## config.mk

```make
export PLATFORM = sky130hd
export DESIGN_NAME = mem_port_arbiter
export DESIGN_NICKNAME = d
export VERILOG_FILES = /design/src/rtl/mem_arb_pkg.sv /design/src/rtl/mem_arb_select.sv /design/src/rtl/mem_port_arbiter.sv
export SDC_FILE = /design/constraint.sdc
export NUM_CORES = 1
export LEC_CHECK = 0
export BUFFER_PORTS_ARGS = -buffer_cell sky130_fd_sc_hd__buf_2
export CELL_PAD_IN_SITES_DETAIL_PLACEMENT = 0
export CELL_PAD_IN_SITES_GLOBAL_PLACEMENT = 2
export CORE_MARGIN = 10
export CORE_UTILIZATION = 23
export DETAILED_ROUTE_END_ITERATION = 16
export HOLD_SLACK_MARGIN = 0.1
export MAX_ROUTING_LAYER = met4
export PLACE_DENSITY = 0.87
export SLEW_MARGIN = 15
export SYNTH_ARGS = -nofsm -noshare
export SYNTH_HDL_FRONTEND = slang
export SYNTH_SLANG_ARGS = --single-unit
export TNS_END_PERCENT = 10
```

## constraint.sdc

```tcl
create_clock -name clk_i -period 2 [get_ports clk_i]
set_input_delay 0.1 -clock clk_i [delete_from_list [all_inputs] [get_ports clk_i]]
set_output_delay 0.1 -clock clk_i [all_outputs]
set_load 0.01 [all_outputs]
```

## src/rtl/mem_arb_pkg.sv

```systemverilog
// Shared state/owner types and counter sizing for the IF/D memory port arbiter.
package mem_arb_pkg;

  typedef enum logic [1:0] {IDLE = 2'd0, REQ = 2'd1, RESP = 2'd2} arb_state_e;
  typedef enum logic {OWN_IF = 1'b0, OWN_D = 1'b1} owner_e;

  function automatic int unsigned cnt_width(input int unsigned limit);
    return (limit < 1) ? 1 : $clog2(limit + 1);
  endfunction

endpackage

```

## src/rtl/mem_arb_select.sv

```systemverilog
// Winner pick between IF and D (D first) with a saturating starvation counter.
// Combinational pick; counter updates on the grant pulses, no backpressure of its own.
module mem_arb_select
  import mem_arb_pkg::*;
#(
  parameter int unsigned STARVE_LIMIT = 4
) (
  input  logic   clk_i,
  input  logic   rst_ni,
  input  logic   if_req_i,
  input  logic   d_req_i,
  input  logic   if_gnt_i,
  input  logic   d_gnt_i,
  output owner_e winner_o
);
  localparam int unsigned CW = cnt_width(STARVE_LIMIT);
  localparam logic [CW-1:0] LIMIT = CW'(STARVE_LIMIT);

  logic [CW-1:0] starve_cnt_q;
  logic          force_if;

  assign force_if = if_req_i && (starve_cnt_q == LIMIT);
  assign winner_o = (d_req_i && !force_if) ? OWN_D : OWN_IF;

  // Counts D grants only while IF is actually waiting.
  always_ff @(posedge clk_i or negedge rst_ni) begin
    if (!rst_ni) begin
      starve_cnt_q <= '0;
    end else if (!if_req_i || if_gnt_i) begin
      starve_cnt_q <= '0;
    end else if (d_gnt_i && (starve_cnt_q != LIMIT)) begin
      starve_cnt_q <= starve_cnt_q + CW'(1);
    end
  end

endmodule

```

## src/rtl/mem_port_arbiter.sv

```systemverilog
// Shares one single-ported memory between IF and D, one transaction in flight at a time.
// Request reaches mem_req_o one cycle after it is seen; requesters hold req until their gnt.
module mem_port_arbiter
  import mem_arb_pkg::*;
#(
  parameter int unsigned ADDR_WIDTH   = 32,
  parameter int unsigned DATA_WIDTH   = 32,
  parameter int unsigned STARVE_LIMIT = 4
) (
  input  logic                    clk_i,
  input  logic                    rst_ni,
  input  logic                    if_req_i,
  input  logic [ADDR_WIDTH-1:0]   if_addr_i,
  output logic                    if_gnt_o,
  output logic                    if_rvalid_o,
  output logic [DATA_WIDTH-1:0]   if_rdata_o,
  input  logic                    d_req_i,
  input  logic                    d_we_i,
  input  logic [DATA_WIDTH/8-1:0] d_be_i,
  input  logic [ADDR_WIDTH-1:0]   d_addr_i,
  input  logic [DATA_WIDTH-1:0]   d_wdata_i,
  output logic                    d_gnt_o,
  output logic                    d_rvalid_o,
  output logic [DATA_WIDTH-1:0]   d_rdata_o,
  output logic                    mem_req_o,
  output logic                    mem_we_o,
  output logic [DATA_WIDTH/8-1:0] mem_be_o,
  output logic [ADDR_WIDTH-1:0]   mem_addr_o,
  output logic [DATA_WIDTH-1:0]   mem_wdata_o,
  input  logic                    mem_gnt_i,
  input  logic                    mem_rvalid_i,
  input  logic [DATA_WIDTH-1:0]   mem_rdata_i,
  output logic                    busy_o,
  output logic                    proto_err_o
);
  arb_state_e state_q, state_d;
  owner_e     owner_q, winner;
  logic       any_req, launch;

  assign any_req = if_req_i | d_req_i;
  assign busy_o  = (state_q != IDLE);

  mem_arb_select #(.STARVE_LIMIT(STARVE_LIMIT)) u_select (
    .clk_i    (clk_i),
    .rst_ni   (rst_ni),
    .if_req_i (if_req_i),
    .d_req_i  (d_req_i),
    .if_gnt_i (if_gnt_o),
    .d_gnt_i  (d_gnt_o),
    .winner_o (winner)
  );

  always_ff @(posedge clk_i or negedge rst_ni) begin
    if (!rst_ni) state_q <= IDLE;
    else         state_q <= state_d;
  end

  // A new request launched in RESP goes straight back to REQ without an idle bubble.
  always_comb begin
    state_d     = state_q;
    launch      = 1'b0;
    if_gnt_o    = 1'b0;
    d_gnt_o     = 1'b0;
    if_rvalid_o = 1'b0;
    d_rvalid_o  = 1'b0;
    if_rdata_o  = '0;
    d_rdata_o   = '0;
    case (state_q)
      IDLE: begin
        if (any_req) begin
          launch  = 1'b1;
          state_d = REQ;
        end
      end
      REQ: begin
        if (mem_gnt_i) begin
          if_gnt_o = (owner_q == OWN_IF);
          d_gnt_o  = (owner_q == OWN_D);
          state_d  = RESP;
        end
      end
      RESP: begin
        if (mem_rvalid_i) begin
          if_rvalid_o = (owner_q == OWN_IF);
          d_rvalid_o  = (owner_q == OWN_D);
          if_rdata_o  = (owner_q == OWN_IF) ? mem_rdata_i : '0;
          d_rdata_o   = (owner_q == OWN_D)  ? mem_rdata_i : '0;
          launch      = any_req;
          state_d     = any_req ? REQ : IDLE;
        end
      end
      default: state_d = IDLE;
    endcase
  end

  always_ff @(posedge clk_i or negedge rst_ni) begin
    if (!rst_ni) begin
      mem_req_o   <= 1'b0;
      mem_we_o    <= 1'b0;
      mem_be_o    <= '0;
      mem_addr_o  <= '0;
      mem_wdata_o <= '0;
      owner_q     <= OWN_IF;
    end else if (launch) begin
      mem_req_o <= 1'b1;
      owner_q   <= winner;
      if (winner == OWN_D) begin
        mem_we_o    <= d_we_i;
        mem_be_o    <= d_be_i;
        mem_addr_o  <= d_addr_i;
        mem_wdata_o <= d_wdata_i;
      end else begin
        mem_we_o    <= 1'b0;
        mem_be_o    <= '1;
        mem_addr_o  <= if_addr_i;
        mem_wdata_o <= '0;
      end
    end else if ((state_q == REQ) && mem_gnt_i) begin
      mem_req_o <= 1'b0;
    end
  end

  // Any response outside RESP has no owner; it is dropped and flagged until reset.
  always_ff @(posedge clk_i or negedge rst_ni) begin
    if (!rst_ni)                              proto_err_o <= 1'b0;
    else if (mem_rvalid_i && state_q != RESP) proto_err_o <= 1'b1;
  end

endmodule

```

=== Word level (Yosys, flattened, before mapping) ===
Index checks and enable logic that the tools add are counted.

* Output and inout bits: 140
* Bits of input ports: 139
* Register bits after elaboration: 77
* Logic and storage cells: 64

* Bitwise logic cells: 2
* Mux-type cells: 31
* $add $sub $neg: 1
* Reduce and logical (&&, ||, !) cells: 13
* Equal/unequal tests: 8

{| class="wikitable"
|+ Operators by type and width
! cell !! count
|-
| $mux W32 || 8
|-
| $mux W1 || 15
|-
| $ne A2 B2 Y1 const B || 4
|-
| $mux W2 || 3
|-
| $mux W3 || 2
|-
| $pmux W2 S3 || 1
|-
| $reduce_bool A2 Y1 || 3
|-
| $logic_and A1 B1 Y1 || 5
|-
| $mux W4 || 1
|-
| $add A3 B1 Y3 const B || 1
|-
| $eq A3 B3 Y1 const B || 1
|-
| $ne A3 B3 Y1 const B || 1
|-
| $reduce_and A3 Y1 || 1
|-
| $eq A2 B1 Y1 const B || 1
|-
| $eq A2 B2 Y1 const B || 1
|-
| $logic_not A1 Y1 || 2
|-
| $logic_not A2 Y1 || 1
|-
| $pmux W1 S2 || 1
|-
| $logic_or A1 B1 Y1 || 1
|-
| $not A1 Y1 || 1
|-
| $or A1 B1 Y1 || 1
|}

=== Longest topological paths before layout ===
* Depth after elaboration: 6
* Gate-level depth with buffers: 7
* Gate-level depth less buffers: 5

=== Cells and area by module ===
Synthesis repeated with hierarchy kept, for this count alone.

* Cells, all modules: 367
* Area total of the unflattened synthesis: 4209.0 sq um

{| class="wikitable"
|+ Modules (own cells, without submodules)
! module !! area each (sq um) !! cells an instance !! sequential area each (sq um) !! times used
|-
| mem_port_arbiter || 4027.6 || 348 || 1851.8 || 1
|-
| mem_arb_select || 181.4 || 19 || 75.1 || 1
|}

=== Worst setup path after synthesis ===
OpenSTA, ideal clock, no wires.

* Kind: flip-flop to flip-flop
* From: register u_select.starve_cnt_q[0]
* To: register mem_wdata_o[18]
* Setup time: 121 ps
* Stages on the path, launching flop included: 8
* Path slack: 370 ps
* Data arrival time: 1509 ps
* Data required time: 1879 ps
* Path buffers: 2
* Clock period less this slack: 1630 ps
* Cells stage by stage: dfrtp_1 > inv_1 > ha_1 > nand3_1 > and4_1 > buf_2 > buf_4 > a22o_1

* Cells in the longest elaborated chain, start to end: 6

{| class="wikitable"
|+ Ends and longest elaborated chain
! element !! line !! RTL
|-
| from (decl) || mem_arb_select.sv:19 || <nowiki>logic [CW-1:0] starve_cnt_q;</nowiki>
|-
| from (signal assigned) || mem_arb_select.sv:32 || <nowiki>starve_cnt_q <= starve_cnt_q + CW'(1);</nowiki>
|-
| $eq A3 B3 Y1 || mem_arb_select.sv:22 || <nowiki>assign force_if = if_req_i && (starve_cnt_q == LIMIT);</nowiki>
|-
| $logic_and A1 B1 Y1 || mem_arb_select.sv:22 ||
|-
| $logic_not A1 Y1 || mem_arb_select.sv:23 || <nowiki>assign winner_o = (d_req_i && !force_if) ? OWN_D : OWN_IF;</nowiki>
|-
| $logic_and A1 B1 Y1 || mem_arb_select.sv:23 ||
|-
| $mux W1 || mem_arb_select.sv:23 ||
|-
| $mux W32 || mem_port_arbiter.sv:107 || <nowiki>if (winner == OWN_D) begin</nowiki>
|-
| to (signal assigned) || mem_port_arbiter.sv:111 || <nowiki>mem_wdata_o <= d_wdata_i;</nowiki>
|-
| to (decl) || mem_port_arbiter.sv:29 || <nowiki>output logic [DATA_WIDTH-1:0] mem_wdata_o,</nowiki>
|}

No other way between the ends.
A chain may end at the register's enable or synchronous reset.

=== Worst setup path after layout ===
* From: register state_q[0]
* To: output if_rdata_o[31]

* Cells in the longest elaborated chain, start to end: 2

{| class="wikitable"
|+ Ends and longest elaborated chain
! element !! line !! RTL
|-
| from (decl) || mem_port_arbiter.sv:36 || <nowiki>arb_state_e state_q, state_d;</nowiki>
|-
| from (signal assigned) || mem_port_arbiter.sv:55 || <nowiki>else state_q <= state_d;</nowiki>
|-
| $eq A2 B2 Y1 || mem_port_arbiter.sv:68 || <nowiki>case (state_q)</nowiki>
|-
| $mux W32 || mem_port_arbiter.sv:68 ||
|-
| to (decl) || mem_port_arbiter.sv:16 || <nowiki>output logic [DATA_WIDTH-1:0] if_rdata_o,</nowiki>
|}

No other way between the ends.

==> impl_metrics.tcl <==
set metrics [dict create \
    die_area_sq_um 23400 \
    final_common_cell "buf_2" \
    rsz0062_at_grt "no" \
    p_leak_uw 0.00347 \
    drtIter0Drc 209 \
    htreeDepth 3 \
    tightest_slew_ns 0.923 \
    route.detailed.drc 0 \
    synth-seq-cells 77 \
    place.gp.congestion 0.789 \
    maxCapViolCount 0 \
    hold_class "primary input to flop" \
    area.growth.synth_to_final_pct 73.8 \
    post_cts_buffers 0 \
    fin_crit_ns 1.84 \
    cts_tree "built" \
    synth_edf_count 0 \
    via_count 4607 \
    vias_per_cell 4.64 \
    stdcell_count 992 \
    skew_ns 0.00400 \
    routedWlPerCell_um 18.0 \
    finalSetupViolations 0 \
    grt_max_degree 41 \
    cp-start-kind "flop" \
    maxSlewHeadroom_pct 38.4 \
    clock.fmax_ghz 0.544 \
    avgSynthCellArea_sq_um 10.4 \
    io_buffers 278 \
    grt_pass1_vias 4961 \
    cp.arrival_ns 1.74 \
    crit_path_max_fanout 33 \
    cts_made_buffers 9 \
    io_pins 279 \
    fin_util_pct 40.8 \
    syn_inst 391 \
    timing_worst_setup_path_type "flop to output port" \
    yosys_warnings 0 \
    ys_seq_area_share_pct 47.4 \
    syn-num-nets 532 \
    critPathRequiredTime_ns 1.90 \
    min_period_over_period_pct 91.9 \
    drive_gt1_share_pct 45.2 \
    grt_usage_pct 15.1 \
    dp_hpwl_um 12800 \
    grt_pass1_wl_um 28100 \
    pwr_density_cell_nw_per_um2 1130 \
    dr.pass1.iters 4 \
    initial_utilization_pct 23.5 \
    cts-root-buf "clkbuf_16" \
    clk_latency_ns 0.34 \
    fin_tns_setup_ns 0 \
    antenna_found_initial 2 \
    ant_nets 0 \
    clkSinkCount 77 \
    endpoint_kind "output port" \
    final_max_slew_viol_count 0 \
    die_h_um 153 \
    mostFrequentLayoutCells "buf_2, dlygate4sd3_1, dfrtp_1" \
    synthFlopType "dfrtp_1" \
    clockBufferDepth 2 \
    routed_wl_um 17900 \
    ys_types 33 \
    rows 48 \
    die_w_um 153 \
    hold_violations 0 \
    core_area_sq_um 17300 \
    path_clk_slew_ns 0.07 \
    status "complete, no violations" \
    placedCellCount 869 \
    async_flop_share_pct 100 \
    nets 901 \
    vdd_drop_max_mv 0.490 \
    netlist_area_sq_um 4070 \
    grt-ovfl-total 0 \
]
critical path, cell delays in order (launching register included):
cell and delay [ns]:
dfrtp_1 0.41, nand2b_1 0.20, nor3b_2 0.17, buf_4 0.28, and2_1 0.19, buf_2 0.14
routing by layer:
| metal | wire (um) | vias to the layer above | track usage [%] |
|---|---|---|---|
| li1 | - | 2185 | - |
| met1 | 7290 | 2161 | 17.1 |
| met2 | 8850 | 232 | 25.1 |
| met3 | 1340 | 29 | 4.35 |
| met4 | 395 | 0 | 5.36 |
| met5 | 0 | - | - |
cell type report:
cell class | instances | area, sq um
repair buffers | 401 | 2630
inverters | 4 | 15.0
diodes | 2 | 5.00
clock buffers | 10 | 239
clock inverters | 6 | 75.1
well taps | 225 | 282
flip-flops and latches | 77 | 1930
multi-input cells | 267 | 1890
fillers | 1676 | 10200
metrics by stage:
stage / setup slack, ns / instance area [sq um] / hold slack (ns) / total power, uW
after floorplan: 0.370 / 4070 / -0.196 / 4650
after global routing: 0.0182 / 7070 / 0.270 / 8530
after global placement: 0.382 / 5700 / 0.123 / 6100
final: 0.162 / 7070 / 0.246 / 7970
after CTS: 0.119 / 7060 / 0.234 / 8090
after detailed placement: 0.327 / 5700 / 0.115 / 6130
registers in the layout, summed over array words and instances, names as in the netlist:
| signal | flops |
|---|---|
| mem_we_o | 1 |
| mem_wdata_o | 32 |
| mem_be_o | 4 |
| proto_err_o | 1 |
| mem_req_o | 1 |
| mem_addr_o | 32 |
| u_select.starve_cnt_q | 3 |
| state_q | 2 |
| owner_q | 1 |
Yosys cell counts, types with 2 or more instances:
library cell / count / share of area, %
a21o_1: 2 / 0.37
a21oi_1: 2 / 0.25
a22o_1: 33 / 7.1
a31oi_1: 35 / 5.4
a31oi_2: 30 / 9.2
and2_1: 65 / 10
and3_1: 3 / 0.46
and4_1: 2 / 0.43
buf_2: 7 / 0.86
buf_4: 2 / 0.37
buf_6: 7 / 1.9
clkbuf_1: 27 / 2.5
dfrtp_1: 77 / 47
ha_1: 2 / 0.62
inv_1: 3 / 0.28
nand2_1: 4 / 0.37
nand2b_1: 2 / 0.31
nand3_1: 34 / 4.2
nand3b_1: 2 / 0.37
nand4_1: 2 / 0.31
o21ai_0: 34 / 4.2
o22a_1: 4 / 0.86
or2_1: 2 / 0.31
power breakdown:
group | switching [uW] | leakage, uW | internal, uW | total, uW
Clock | 724 | 0.000152 | 1020 | 1750
Combinational | 1950 | 0.00240 | 1630 | 3580
Sequential | 394 | 0.000919 | 2240 | 2630
Total | 3070 | 0.00347 | 4900 | 7970
worst paths after layout:
check / startpoint / endpoint / slack (ns) / depth (start not counted)
worst max-delay path: state_q[0] / if_rdata_o[31] / 0.16 / 5
worst min-delay path: d_req_i / mem_be_o[1] / 0.25 / 3
worst max register to register: u_select.starve_cnt_q[1] / mem_wdata_o[27] / 0.32 / 6
worst min register to register: proto_err_o / proto_err_o / 0.46 / 1
max in group asynchronous: rst_ni / mem_addr_o[26] / 1.13 / 3
min in group asynchronous: rst_ni / mem_wdata_o[22] / 0.27 / 2
kinds of logic after synthesis:
group / after synthesis / synth area share, %
DFF: 77 / 47.4
and+or+nand+nor: 122 / 18.1
buffers and inverters: 47 / 6.03
adders and majority gates: 2 / 0.615
AOI/OAI and AO/OA: 143 / 27.9
what timing repair did:
item	in CTS	in global routing
hold buffers	105	0
endpoints found under the hold margin	113	0
endpoints found under the setup margin	0	0
gates resized for setup	0	0
Power figures use the tool's default switching activity.
